==> config.mk <==
export PLATFORM = sky130hd
export DESIGN_NAME = conv_sequencer
export DESIGN_NICKNAME = d
export VERILOG_FILES = /design/src/rtl/conv_sequencer.sv
export SDC_FILE = /design/constraint.sdc
export NUM_CORES = 1
export LEC_CHECK = 0
export ABC_AREA = 1
export BUFFER_PORTS_ARGS = -buffer_cell sky130_fd_sc_hd__buf_2
export CORE_ASPECT_RATIO = 1.4
export CORE_MARGIN = 3
export CORE_UTILIZATION = 60
export CTS_CLUSTER_DIAMETER = 50
export DETAILED_ROUTE_END_ITERATION = 12
export MAX_ROUTING_LAYER = met4
export PLACE_DENSITY = 0.79
export SLEW_MARGIN = 20
export SYNTH_ARGS = -nofsm -noshare
export SYNTH_HDL_FRONTEND = slang
export SYNTH_SLANG_ARGS = --single-unit
==> constraint.sdc <==
create_clock -name clk -period 3.65 [get_ports clk]
set_input_delay 0.5475 -clock clk [delete_from_list [all_inputs] [get_ports clk]]
set_output_delay 0.5475 -clock clk [all_outputs]
set_load 0.1 [all_outputs]
==> src/rtl/conv_sequencer.sv <==
// Control sequencer for the binary 2-D convolution engine: owns memory addressing,
// row/column counting and output write timing for runtime kernel sizes 1..KMAX.
module conv_sequencer #(
  parameter int unsigned       KMAX     = 5,
  parameter int unsigned       DATA_W   = 16,
  parameter int unsigned       ADDR_W   = 12,
  parameter logic [DATA_W-1:0] END_MARK = 16'h00FF
) (
  input  logic              clk,
  input  logic              reset_b,
  input  logic              dut_run,
  output logic              dut_busy,
  output logic [ADDR_W-1:0] dut_sram_read_address,
  input  logic [DATA_W-1:0] sram_dut_read_data,
  output logic [ADDR_W-1:0] dut_wmem_read_address,
  input  logic [DATA_W-1:0] wmem_dut_read_data,
  output logic [ADDR_W-1:0] dut_sram_write_address,
  output logic              dut_sram_write_enable,
  output logic [2:0]        kdim,
  output logic              ld_weight_row,
  output logic [2:0]        wrow_idx,
  output logic              shift_row,
  output logic              update_d_in,
  output logic [3:0]        col_idx,
  output logic              err_kdim
);

  localparam logic [3:0] StIdle  = 4'd0;
  localparam logic [3:0] StWk    = 4'd1;
  localparam logic [3:0] StWrows = 4'd2;
  localparam logic [3:0] StHdr   = 4'd3;
  localparam logic [3:0] StPrime = 4'd4;
  localparam logic [3:0] StSweep = 4'd5;
  localparam logic [3:0] StWrite = 4'd6;
  localparam logic [3:0] StAdv   = 4'd7;
  localparam logic [3:0] StDone  = 4'd8;

  localparam logic [DATA_W-1:0] KMaxW  = DATA_W'(KMAX);
  localparam logic [DATA_W-1:0] MaxCol = DATA_W'(DATA_W);

  logic [3:0]        state_q, state_d;
  logic [1:0]        ph_q, ph_d;
  logic [ADDR_W-1:0] rd_addr_q, rd_addr_d;
  logic [ADDR_W-1:0] wm_addr_q, wm_addr_d;
  logic [ADDR_W-1:0] wr_addr_q, wr_addr_d;
  logic [2:0]        kdim_q, kdim_d;
  logic              err_q, err_d;
  logic [DATA_W-1:0] nrows_q, nrows_d;
  logic [DATA_W-1:0] ncols_q, ncols_d;
  logic [DATA_W-1:0] cnt_q, cnt_d;
  logic [DATA_W:0]   out_q, out_d;

  logic [DATA_W-1:0] k_ext;
  logic              more_rows;

  assign k_ext = DATA_W'(kdim_q);
  // Another output row is due while outputs produced + K <= nrows.
  assign more_rows = (out_q + (DATA_W + 1)'(kdim_q)) <= {1'b0, nrows_q};

  always_comb begin
    state_d   = state_q;
    ph_d      = ph_q;
    rd_addr_d = rd_addr_q;
    wm_addr_d = wm_addr_q;
    wr_addr_d = wr_addr_q;
    kdim_d    = kdim_q;
    err_d     = err_q;
    nrows_d   = nrows_q;
    ncols_d   = ncols_q;
    cnt_d     = cnt_q;
    out_d     = out_q;
    case (state_q)
      StIdle: begin
        if (dut_run) begin
          state_d   = StWk;
          ph_d      = 2'd0;
          wm_addr_d = '0;
          wr_addr_d = '0;
          err_d     = 1'b0;
        end
      end
      StWk: begin
        if (ph_q == 2'd0) begin
          ph_d = 2'd1;
        end else if (wmem_dut_read_data == '0 || wmem_dut_read_data > KMaxW) begin
          err_d   = 1'b1;
          state_d = StDone;
        end else begin
          kdim_d    = wmem_dut_read_data[2:0];
          wm_addr_d = ADDR_W'(1);
          cnt_d     = '0;
          state_d   = StWrows;
        end
      end
      StWrows: begin
        if (cnt_q == k_ext) begin
          state_d = StHdr;
          ph_d    = 2'd0;
        end else begin
          cnt_d = cnt_q + 1'b1;
          if (cnt_q + 1'b1 < k_ext) wm_addr_d = wm_addr_q + 1'b1;
        end
      end
      StHdr: begin
        // Phases: nrows addr, nrows data, ncols addr, ncols data.
        case (ph_q)
          2'd0: ph_d = 2'd1;
          2'd1: begin
            nrows_d = sram_dut_read_data;
            if (sram_dut_read_data == END_MARK) begin
              state_d = StDone;
            end else begin
              rd_addr_d = rd_addr_q + 1'b1;
              ph_d      = 2'd2;
            end
          end
          2'd2: ph_d = 2'd3;
          default: begin
            ncols_d = sram_dut_read_data;
            if (k_ext > nrows_q || k_ext > sram_dut_read_data || sram_dut_read_data > MaxCol) begin
              rd_addr_d = rd_addr_q + 1'b1 + ADDR_W'(nrows_q);
              ph_d      = 2'd0;
            end else begin
              rd_addr_d = rd_addr_q + 1'b1;
              cnt_d     = '0;
              out_d     = '0;
              state_d   = StPrime;
            end
          end
        endcase
      end
      StPrime: begin
        if (cnt_q == k_ext) begin
          cnt_d   = '0;
          state_d = StSweep;
        end else begin
          cnt_d     = cnt_q + 1'b1;
          rd_addr_d = rd_addr_q + 1'b1;
        end
      end
      StSweep: begin
        if (cnt_q == ncols_q - k_ext) begin
          cnt_d   = '0;
          state_d = StWrite;
        end else begin
          cnt_d = cnt_q + 1'b1;
        end
      end
      StWrite: begin
        wr_addr_d = wr_addr_q + 1'b1;
        out_d     = out_q + 1'b1;
        ph_d      = 2'd0;
        state_d   = StAdv;
      end
      StAdv: begin
        if (ph_q == 2'd0) begin
          if (more_rows) begin
            rd_addr_d = rd_addr_q + 1'b1;
            ph_d      = 2'd1;
          end else begin
            state_d = StHdr;
          end
        end else begin
          cnt_d   = '0;
          state_d = StSweep;
        end
      end
      StDone:  state_d = StIdle;
      default: state_d = StIdle;
    endcase
  end

  always_ff @(posedge clk or negedge reset_b) begin
    if (!reset_b) begin
      state_q   <= StIdle;
      ph_q      <= 2'd0;
      rd_addr_q <= '0;
      wm_addr_q <= '0;
      wr_addr_q <= '0;
      kdim_q    <= '0;
      err_q     <= 1'b0;
      nrows_q   <= '0;
      ncols_q   <= '0;
      cnt_q     <= '0;
      out_q     <= '0;
    end else begin
      state_q   <= state_d;
      ph_q      <= ph_d;
      rd_addr_q <= rd_addr_d;
      wm_addr_q <= wm_addr_d;
      wr_addr_q <= wr_addr_d;
      kdim_q    <= kdim_d;
      err_q     <= err_d;
      nrows_q   <= nrows_d;
      ncols_q   <= ncols_d;
      cnt_q     <= cnt_d;
      out_q     <= out_d;
    end
  end

  // Strobes decode from state so an asynchronous reset silences them at once.
  always_comb begin
    dut_busy               = (state_q != StIdle) && (state_q != StDone);
    dut_sram_read_address  = rd_addr_q;
    dut_wmem_read_address  = wm_addr_q;
    dut_sram_write_address = wr_addr_q;
    dut_sram_write_enable  = (state_q == StWrite);
    kdim                   = kdim_q;
    err_kdim               = err_q;
    ld_weight_row          = (state_q == StWrows) && (cnt_q != '0);
    wrow_idx               = ld_weight_row ? 3'(cnt_q - 1'b1) : 3'd0;
    shift_row              = ((state_q == StPrime) && (cnt_q != '0)) ||
                             ((state_q == StAdv) && (ph_q == 2'd1));
    update_d_in            = (state_q == StSweep);
    col_idx                = update_d_in ? cnt_q[3:0] : 4'd0;
  end

endmodule

After elaboration in Yosys (flattened, before gate mapping)
Index checks and enable logic that the tools add are counted.

Bits in writable memories: 0. Memories kept: 0. Bits in latches: 0. Logic and storage cells: 150. Register bits after elaboration: 111. Memory bits (read-only): 0. Bits of input ports: 35. Output and inout port bits: 52.

Mux-type cells: 53. Div/mod/pow operators: 0. $mul: 0. Bitwise gates (word level): 3. Add/sub/neg operators: 9. Shift operators: 0. Reductions and logical operators: 33. Equal/unequal tests: 35. $lt $le $gt $ge: 6.

Operators by type and width (number): $mux 16 (8); $mux 12 (10); $pmux 16 s6 (1); $pmux 12 s3 (2); $pmux 12 s2 (2); $mux 4 (11); $add 12x1->12 const B (3); $mux 17 (2); $pmux 17 s2 (1); $gt 3x16->1 (2); $ne 2x2->1 const B (16); $pmux 4 s8 (1); $add 17x1->17 const B (1); $add 17x3->17 (1); $le 17x16->1 (1); $add 16x1->16 const B (1); $eq 16x16->1 (1); $eq 16x3->1 (1); $eq 16x8->1 const B (1); $eq 4x3->1 const B (4); $gt 16x3->1 const B (1); $gt 16x5->1 const B (1); $logic_not 16->1 (1); $lt 16x3->1 (1); other kinds (37) (65).

Depth between registers and ports, before layout
Gate-level depths: netlist of run 1.

Word-level depth: 6. Mapped depth: 24. Depth with buffers taken out: 23.

Worst setup path before layout of run 1
Ideal clock, no wire load.

Path type: register to output. From: register state_q[2]. To: output col_idx[0]. Stages on the path, launching flop included: 7. Required time: 3102 ps. Slack: -554 ps. Arrival: 3656 ps. Path buffers: 0. Path through: dfrtp_1 -> inv_2 -> nor2_4 -> nand2_1 -> nor2_1 -> inv_1 -> nor2_1.

Cells in the longest elaborated chain, start to end: 2.

Ends and longest elaborated chain: from (decl) (RTL line 41) `logic [3:0] state_q, state_d;`; from (signal assigned) (RTL line 175) `state_q <= StIdle;`; from (signal assigned) (RTL line 187) `state_q <= state_d;`; $eq 4x3->1 (RTL line 214) `update_d_in = (state_q == StSweep);`; named net update_d_in (RTL line 23) `output logic update_d_in,`; $mux 4 (RTL line 215) `col_idx = update_d_in ? cnt_q[3:0] : 4'd0;`; to (decl) (RTL line 24) `output logic [3:0] col_idx,`.

The timed path passes the listed nets, and every way through them passes these cells.

Final worst setup path of run 1
From: register kdim_q[0] (netlist: kdim[0]). To: register rd_addr_q[3] (netlist: dut_sram_read_address[3]).

Cells in the longest elaborated chain, start to end: 6. Elaborated cells between the ends (all ways): 13. Classes of those cells: add/sub: 1; order compare: 3; eq/ne: 3; mux: 3; reduce/logical: 3.

Ends and longest elaborated chain: from (decl) (RTL line 46) `logic [2:0] kdim_q, kdim_d;`; from (signal assigned) (RTL line 192) `kdim_q <= kdim_d;`; parallel branches: the longest is 6 deep, another holds $add 17x3->17; to (signal assigned) (RTL line 189) `rd_addr_q <= rd_addr_d;`; to (decl) (RTL line 43) `logic [ADDR_W-1:0] rd_addr_q, rd_addr_d;`.

Parallel ways; which one is timed is not known. A chain may end at the register's enable or synchronous reset.

==> impl_results.rst, run 1 <==
.. list-table::
   :header-rows: 1

   * - Metric
     - Value
   * - YS warnings
     - 0
   * - Layout-stage area growth over the synthesis result
     - 10.14%
   * - Final Max Slew Viols
     - 0
   * - Vias
     - 8431
   * - Final count of negative-setup-slack endpoints
     - 0
   * - Placeable core area
     - 14170 um2
   * - Number of filler cells placed in the layout
     - 1318
   * - Hold violation count in the final report
     - 0
   * - First DRT Iteration DRCs
     - ~470
   * - Sequential-to-total area share from yosys stat
     - 31.44%
   * - Leading post-synthesis cells by cell area
     - sky130_fd_sc_hd__dfrtp_1 31%, sky130_fd_sc_hd__nand2_1 14%, sky130_fd_sc_hd__ha_1 7.5%, sky130_fd_sc_hd__inv_1 7.3%, sky130_fd_sc_hd__nor2_1 5.7%
   * - Antenna fix cells
     - 0
   * - Slew headroom
     - 53.47%
   * - Die height
     - 149.6 um
   * - Largest area contributor in the synthesized netlist
     - sky130_fd_sc_hd__dfrtp_1
   * - Area of the multi-input gates
     - 5254 um2
   * - Post-route setup slack
     - 0.3295 ns
   * - Number of unique standard cell types used by synthesis
     - 54
   * - Final nets
     - between 1000 and 1500
   * - Capture point of the worst path
     - dut_sram_read_address[3]$_DFFE_PN0P_
   * - Number of synthesized register bits
     - 111
   * - Clock slew seen by the registers of the worst setup and hold paths
     - 0.08 ns
   * - Maximum fanout along the worst path
     - 17
   * - Most utilized layer in the global route result
     - met2
   * - Sequential Area
     - between 2000 and 3000 um2
   * - Starting Density
     - 62.36%
   * - RD Place Congestion
     - roughly 0.96
   * - Worst Setup SP
     - kdim[0]$_DFFE_PN0P_
   * - Number of nets with antenna violations after routing
     - 0
   * - Main flop type after synthesis
     - sky130_fd_sc_hd__dfrtp_1
   * - CTS tree
     - done
   * - Pre-CTS worst setup slack
     - 0.2669 ns
   * - Met3 track demand over resource
     - 4.704%
   * - Sequential share of power
     - 39.8%
   * - Number of H-tree levels
     - 3
   * - Tmin final
     - 3.320 ns
   * - Vias in the first global route
     - slightly above 8000
   * - Mean area per synthesized cell
     - 7.039 um2
   * - Share of async-settable or async-resettable flops after synthesis
     - 100.0%
   * - Proportion of layout cells with a drive suffix above 1
     - 13.56%
   * - Worst-case vdd ir drop
     - 0.4472 mV
   * - Total gr overflow
     - 0
   * - Post-route cell area
     - 9729 um2
   * - Slew at the pin closest to its max-slew limit
     - just under 0.7 ns
   * - Worst EP required
     - 3.89 ns
   * - GR met1 Demand/Resource
     - a little over a third
   * - P_int
     - 2.009 mW
   * - Unrepaired setup endpoints after global routing
     - false
   * - Instance area after placement
     - 9427 um2
   * - Area of the mapped netlist
     - 8833 um2
   * - Net count after synthesis
     - roughly 1300
   * - # port buffers
     - 86
   * - Number of setup buffers added after CTS
     - 0
   * - Status
     - finished clean
   * - Highest clock frequency the design can meet
     - 0.3012 GHz
   * - Num CTS Buffers
     - 9
   * - Max-capacitance violation count
     - 0
   * - Total number of clock tree sinks
     - 111
   * - Row count
     - 51
   * - Gate count after technology mapping
     - 1255
   * - Category of the critical setup timing path
     - flop to flop
   * - Proportion of netlist area held by the largest area contributor
     - between 30% and 40%
   * - Worst Skew
     - 0.009412 ns
   * - Switching Power
     - 1.310 mW
   * - Largest net degree at the start of global routing
     - 65
   * - Category of the worst setup path launch point
     - flop
   * - Number of flops mapped to enable cells by yosys
     - 0
   * - Post-DR wirelength/cell
     - 15.37 um
   * - Launch point of the worst reg-to-reg path
     - kdim[0]$_DFFE_PN0P_
   * - Num ports
     - 87
   * - WP data arrival
     - roughly 3.6 ns
   * - Critical path capture point type
     - flop
   * - Capture instance of the worst register-to-register path
     - dut_sram_read_address[3]$_DFFE_PN0P_
   * - Buffer cell driving the clock tree root
     - sky130_fd_sc_hd__clkbuf_16
   * - Number of buffers on the longest clock path
     - 2
   * - Full die area
     - 16230 um2
   * - HPWL Detailed
     - about 19 mm
   * - Depth of the worst register-to-register path
     - 20
   * - R2R setup slack
     - about 0.33 ns
   * - Period utilization
     - 90.97%
   * - Tightest Hold Check Type
     - input port to asynchronous set/reset pin
   * - Die Wd
     - 108.5 um
   * - Antenna violations before repair
     - 0
   * - Detailed Routing Iterations Pass 1
     - 5
   * - Met2 routing resource usage after global routing
     - 52.38%
   * - Setup TNS after final layout
     - 0 ns
   * - Via count normalized by instance count
     - 5.521
   * - Portion of total power attributed to combinational logic
     - 30.6%
   * - Wire length of the first global-routing pass
     - a little under 40 mm
   * - Overall global routing resource usage
     - 31.11%
   * - Net Sw Frac
     - ~39%
   * - Remaining DRCs
     - 0
   * - Power density over the cells
     - 341.1 nW/um2
   * - Detailed-route wire length
     - 23.47 mm
   * - Worst-Skew Late Latency
     - approximately 0.36 ns
   * - Clock power share
     - approximately 30%
   * - Reported leakage power
     - 5.409 nW
==> stage by stage <==
step / total power, mW / util, % / hold WS, ns / cells
after floorplan: 2.153 / - / 0.2519 / 1255
after global placement: 2.350 / 66.54 / 0.4590 / 1511
after detailed placement: 2.359 / 66.54 / 0.4617 / 1511
after CTS: 3.337 / 68.59 / 0.2103 / 1527
after global routing: 3.489 / 68.68 / 0.2298 / 1527
final: 3.319 / 68.68 / 0.1870 / 1527
==> sequential cells by signal, indices dropped and copies added, names as in the netlist <==
register                count
out_q                      17
cnt_q                      16
ncols_q                    16
nrows_q                    16
dut_sram_read_address      12
dut_sram_write_address     12
dut_wmem_read_address      12
state_q                     4
kdim                        3
ph_q                        2
err_kdim                    1
==> cell type report <==
class / instances / area share, %
Clock buffer: 9 / 2.315
Clock inverter: 7 / 0.6687
Inverter: 184 / 7.099
Multi-Input combinational cell: 940 / 54.00
Sequential cell: 111 / 28.58
Tap cell: 185 / 2.379
Timing Repair Buffer: 91 / 4.964
==> cells in the final DEF, fill, tap and decap left out, types with 9 or more instances in the layout <==
cell / synthesis / routed
sky130_fd_sc_hd__nor2_2: 10 / 15
sky130_fd_sc_hd__nor2_1: 135 / 130
sky130_fd_sc_hd__inv_1: 171 / 171
sky130_fd_sc_hd__a21oi_1: 35 / 35
sky130_fd_sc_hd__clkbuf_16: 0 / 9
sky130_fd_sc_hd__o22ai_1: 11 / 11
sky130_fd_sc_hd__nand2_1: 336 / 336
sky130_fd_sc_hd__inv_2: 11 / 11
sky130_fd_sc_hd__buf_2: 2 / 85
sky130_fd_sc_hd__nand4_1: 33 / 33
sky130_fd_sc_hd__nand3_1: 94 / 94
sky130_fd_sc_hd__ha_1: 53 / 53
sky130_fd_sc_hd__o21ai_0: 65 / 65
sky130_fd_sc_hd__xnor2_1: 15 / 15
sky130_fd_sc_hd__xor2_1: 52 / 52
sky130_fd_sc_hd__dfrtp_1: 111 / 109
sky130_fd_sc_hd__nor3_1: 18 / 18
==> how the worst min path moves through the flow <==
stage	slack, ns	endpoint	cells past startpoint	startpoint
2_1_floorplan	0.25	cnt_q[0]$_DFFE_PN0P_	0	reset_b
3_3_place_gp	0.46	dut_sram_write_address[11]$_DFFE_PN0P_	1	dut_sram_write_address[11]$_DFFE_PN0P_
3_5_place_dp	0.46	dut_sram_write_address[11]$_DFFE_PN0P_	1	dut_sram_write_address[11]$_DFFE_PN0P_
4_1_cts	0.21	ncols_q[12]$_DFFE_PN0P_	1	reset_b
5_1_grt	0.23	ncols_q[13]$_DFFE_PN0P_	1	reset_b
6_report	0.19	ncols_q[13]$_DFFE_PN0P_	1	reset_b
==> power by group through the flow <==
stage	Clock, mW	Combinational [mW]	Sequential [mW]
after CTS	0.998	1.02	1.32
after floorplan	0	0.659	1.49
final	0.981	1.02	1.32
after global routing	1.04	1.12	1.33
after global placement	0	1.01	1.34
after detailed placement	0	1.01	1.35
==> what timing repair did <==
action,4_1_cts,5_1_grt
hold buffers,0,0
setup endpoints to repair,0,10
resized for setup,0,2
==> Yosys cell counts (7+ instances only) <==
| library cell | n |
|---|---|
| sky130_fd_sc_hd__nand2_1 | 336 |
| sky130_fd_sc_hd__inv_1 | 171 |
| sky130_fd_sc_hd__nor2_1 | 135 |
| sky130_fd_sc_hd__dfrtp_1 | 111 |
| sky130_fd_sc_hd__nand3_1 | 94 |
| sky130_fd_sc_hd__o21ai_0 | 65 |
| sky130_fd_sc_hd__ha_1 | 53 |
| sky130_fd_sc_hd__xor2_1 | 52 |
| sky130_fd_sc_hd__a21oi_1 | 35 |
| sky130_fd_sc_hd__nand4_1 | 33 |
| sky130_fd_sc_hd__nor3_1 | 18 |
| sky130_fd_sc_hd__xnor2_1 | 15 |
| sky130_fd_sc_hd__inv_2 | 11 |
| sky130_fd_sc_hd__o22ai_1 | 11 |
| sky130_fd_sc_hd__nor2_2 | 10 |
| sky130_fd_sc_hd__clkbuf_1 | 9 |
| sky130_fd_sc_hd__nand2_2 | 9 |
| sky130_fd_sc_hd__nand2_4 | 7 |
| sky130_fd_sc_hd__o21ai_2 | 7 |
==> logic make-up (layout without fill, tap and decap cells) <==
group                      after synthesis  in the layout  synth area share (%)
xor gates and xnor gates                68             68                 6.898
DFF                                    111            111                 31.44
buffers and inverters                  204            291                 9.363
muxes                                    3              3                0.3541
and+or+nand+nor                        675            675                 34.76
AOI/OAI and AO/OA                      138            138                 8.995
adders and majority gates               56             56                 8.187
==> worst max-delay path: stages, from the launching register on <==
cell and delay [ns]:
sky130_fd_sc_hd__dfrtp_2 0.43, sky130_fd_sc_hd__ha_1 0.18, sky130_fd_sc_hd__inv_1 0.06, sky130_fd_sc_hd__fa_1 0.44
sky130_fd_sc_hd__o21ai_4 0.23, sky130_fd_sc_hd__nand2_2 0.10, sky130_fd_sc_hd__nor2_1 0.14, sky130_fd_sc_hd__xor2_1 0.16
sky130_fd_sc_hd__ha_1 0.26, sky130_fd_sc_hd__a21oi_1 0.14, sky130_fd_sc_hd__nor3_1 0.06, sky130_fd_sc_hd__nor3_1 0.13
sky130_fd_sc_hd__nand2_1 0.08, sky130_fd_sc_hd__nand2_1 0.06, sky130_fd_sc_hd__nand2_1 0.05, sky130_fd_sc_hd__nand2_1 0.10
sky130_fd_sc_hd__nand2_1 0.12, sky130_fd_sc_hd__nand2_4 0.14, sky130_fd_sc_hd__nand2_4 0.14, sky130_fd_sc_hd__nand2_1 0.13
sky130_fd_sc_hd__o21ai_2 0.06
==> metal layers <==
layer / part of all wire (%) / routed length, um
met4: 5.7 / 1348
met3: 4.8 / 1117
met1: 39 / 9246
met2: 50 / 11760
met5: 0 / 0
Note: power is estimated with default switching activity, not from simulation.
==> run 2: changes to the inputs <==
Settings changed: CELL_PAD_IN_SITES_DETAIL_PLACEMENT from default to 1, CELL_PAD_IN_SITES_GLOBAL_PLACEMENT from default to 1, CORE_UTILIZATION 60 to 44, PLACE_DENSITY 0.79 to 0.8.
==> run 2 against run 1 <==
Non-clock buffer count rose by 4. Critical path depth fell by 3. Via count rose by 2.4%. Clock power rose by 15%. Final cell count rose by 4.4%. Count of clock-buffer cells in the layout rose by 1. Register-to-register slack got worse by 0.05 ns. Sequential share of layout area fell by 0.45 points. Global-route usage fell by 4.2 points. Critical path type unchanged.
==> impl_results.rst, run 2 (synthesis results as in run 1) <==
.. list-table::
   :header-rows: 1

   * - Metric
     - Value
   * - Status
     - finished clean
   * - Worst EP required
     - 3.89 ns (about the same)
   * - Detailed-route wire length
     - 27.86 mm (+19%)
   * - Num ports
     - 87 (unchanged)
   * - Maximum fanout along the worst path
     - 17 (unchanged)
   * - Final count of negative-setup-slack endpoints
     - 0 (unchanged)
   * - Period utilization
     - 92.27% (+1.3 points)
   * - Series of cell instances along the critical path
     - ha_1 -> inv_1 -> fa_1 -> o21ai_4 -> nand3_1 -> nor2_1 -> xor2_1 -> ha_1 -> a21o_1 -> a21oi_1 -> nand2_1 -> nand2_1 -> nand2_1 -> nand2_4 -> nand2_8 -> nand2_1 -> o21ai_2
   * - Category of the worst setup path launch point
     - flop
   * - Slowest cell on the critical path
     - sky130_fd_sc_hd__fa_1
   * - Instance area after placement
     - 9520 um2 (+1.0%)
   * - Vias
     - 8630 (+2.4%)
   * - Setup TNS after final layout
     - 0 ns (unchanged)
   * - Unrepaired setup endpoints after global routing
     - false
   * - Proportion of layout cells with a drive suffix above 1
     - 13.82% (+0.26 points)
   * - Final core occ
     - 50.84% (-18 points)
   * - Worst-case vdd ir drop
     - 0.3369 mV (-25%)
   * - WP data arrival
     - 3.61 ns (+0.04 ns)
   * - Final Max Slew Viols
     - 0 (unchanged)
   * - RD Place Congestion
     - 0.9410 (-1.7%)
   * - Power density over the cells
     - 355.0 nW/um2 (+4.1%)
   * - Slew headroom
     - 36.53% (-17 points)
   * - HPWL Detailed
     - 22.32 mm (+20%)
   * - First DRT Iteration DRCs
     - 279 (-41%)
   * - Placeable core area
     - 19440 um2 (+37%)
   * - Register name with the most flops
     - out_q
   * - Max-capacitance violation count
     - 0 (unchanged)
   * - Buffer cell driving the clock tree root
     - sky130_fd_sc_hd__clkbuf_16
   * - Worst-Skew Late Latency
     - 0.36 ns (about the same)
   * - Tmin final
     - 3.368 ns (+0.04743 ns)
   * - Largest register FFs
     - 17 (unchanged)
   * - Detailed Routing Iterations Pass 1
     - 4 (-1)
   * - Final hold slack
     - 0.2838 ns (+0.09682 ns)
   * - Number of H-tree levels
     - 3 (unchanged)
   * - Most common library cell in the layout ignoring fill and taps
     - sky130_fd_sc_hd__nand2_1
   * - Num CTS Buffers
     - 9 (unchanged)
   * - Commonest cells after routing, fill and taps aside
     - 336 x sky130_fd_sc_hd__nand2_1, 171 x sky130_fd_sc_hd__inv_1, 130 x sky130_fd_sc_hd__nor2_1
   * - Clock slew seen by the registers of the worst setup and hold paths
     - 0.08 ns (about the same)
   * - Worst Setup SP
     - kdim[0]$_DFFE_PN0P_
   * - Total gr overflow
     - 0 (unchanged)
   * - Largest stage delay, worst path
     - 0.43 ns (about the same)
   * - Final nets
     - 1432 (+0.28%)
   * - Vias in the first global route
     - 9306 (+13%)
   * - Die Wd
     - 125.8 um (+16%)
   * - Number of buffers on the longest clock path
     - 2 (unchanged)
   * - Total number of clock tree sinks
     - 111 (unchanged)
   * - Via count normalized by instance count
     - 5.414 (-1.9%)
   * - Largest net degree at the start of global routing
     - 65 (unchanged)
   * - Remaining DRCs
     - 0 (unchanged)
   * - # port buffers
     - 86 (unchanged)
   * - Launch point of the worst reg-to-reg path
     - kdim[0]$_DFFE_PN0P_
   * - Depth of the worst register-to-register path
     - 17 (-15%)
   * - Wire length of the first global-routing pass
     - 46.60 mm (+20%)
   * - Worst Skew
     - 0.01050 ns (+0.001091 ns)
   * - Post-DR wirelength/cell
     - 17.48 um (+14%)
   * - Count of hold buffers inserted by post-cts repair
     - 0 (unchanged)
   * - Row count
     - 60 (+18%)
   * - Hold violation count in the final report
     - 0 (unchanged)
   * - Post-route total power
     - 3.509 mW (+5.7%)
   * - Starting Density
     - 45.43% (-17 points)
   * - Die height
     - 173.7 um (+16%)
   * - Post-route cell area
     - 9886 um2 (+1.6%)
   * - Antenna violations before repair
     - 0 (unchanged)
   * - Number of nets with antenna violations after routing
     - 0 (unchanged)
   * - Highest clock frequency the design can meet
     - 0.2969 GHz (-1.4%)
   * - Overall global routing resource usage
     - 26.89% (-4.2 points)
   * - Tightest Hold Check Type
     - input port to asynchronous set/reset pin
   * - Antenna fix cells
     - 0 (unchanged)
   * - Category of the critical setup timing path
     - flop to flop
   * - Layout-stage area growth over the synthesis result
     - 11.91%
   * - Slew at the pin closest to its max-slew limit
     - 0.9520 ns (+0.2566 ns)
   * - Reported leakage power
     - 5.446 nW (+0.68%)
   * - Critical path's most frequent cell
     - sky130_fd_sc_hd__nand2_1
   * - Full die area
     - 21840 um2 (+35%)
   * - Critical path capture point type
     - flop
   * - CTS tree
     - done
[run 2: changes by cell type in the layout (fill, tap and decap cells not counted), sizes merged]
cell,change
bufinv,+2
clkinvlp,+1
clkbuf,+1
clkinv,-3
buf,+4
inv,-1
[run 2: worst max-delay path: cells and delay by family, from the launching register on]
kind | cells | cell delay [ns]
AOI/OAI and AO/OA | 4 | 0.66
xor gates and xnor gates | 1 | 0.18
adders and majority gates | 3 | 0.87
buffers and inverters | 1 | 0.05
DFF | 1 | 0.42
and+or+nand+nor | 8 | 1.06
[run 2: repair_timing]
action,in CTS,in global routing
resized for setup,0,3
buffers inserted,0,2
endpoints found under the hold margin,0,0
endpoints found under the setup margin,0,14
[run 2: final cells by class]
type | instances | area [um2]
Clock buffer | 10 | 239.0
Clock inverter | 6 | 90.09
Fill cell | 2616 | 9558
Inverter | 184 | 690.7
Multi-Input combinational cell | 940 | 5263
Sequential cell | 111 | 2780
Tap cell | 248 | 310.3
Timing Repair Buffer | 95 | 513.0
[run 2: metrics by stage]
step / instances / setup WS [ns]
finish: 1594 / 0.2821
global route: 1594 / 0.01193
CTS: 1592 / 0.1217
detailed placement: 1576 / 0.2109
global placement: 1576 / 0.3416
floorplan: 1255 / 0.1432
[run 2: path summary, 6_finish.rpt]
kind                                                   endpoint  slack [ns]
setup / recovery           dut_sram_read_address[4]$_DFFE_PN0P_        0.28
hold / removal                            cnt_q[13]$_DFFE_PN0P_        0.28
setup reg to reg           dut_sram_read_address[4]$_DFFE_PN0P_        0.28
hold reg to reg                         nrows_q[14]$_DFFE_PN0P_        0.50
max in group asynchronous                ncols_q[5]$_DFFE_PN0P_        2.62
min in group clk                        ncols_q[11]$_DFFE_PN0P_        0.44
[run 2: metal layers]
layer,part of all wire [%],vias to the layer above,track usage (%)
met5,0,-,-
met3,2.9,59,2.959
li1,-,4201,-
met4,3.7,0,9.526
met1,39,4201,29.05
met2,54,169,50.40
[run 2: report_power, final]
| part | switching [mW] | internal (mW) | total (mW) |
|---|---|---|---|
| combinational | 0.789 | 0.262 | 1.05 |
| sequential | 0.0536 | 1.27 | 1.32 |
| clock | 0.508 | 0.626 | 1.13 |
| total | 1.35 | 2.16 | 3.51 |
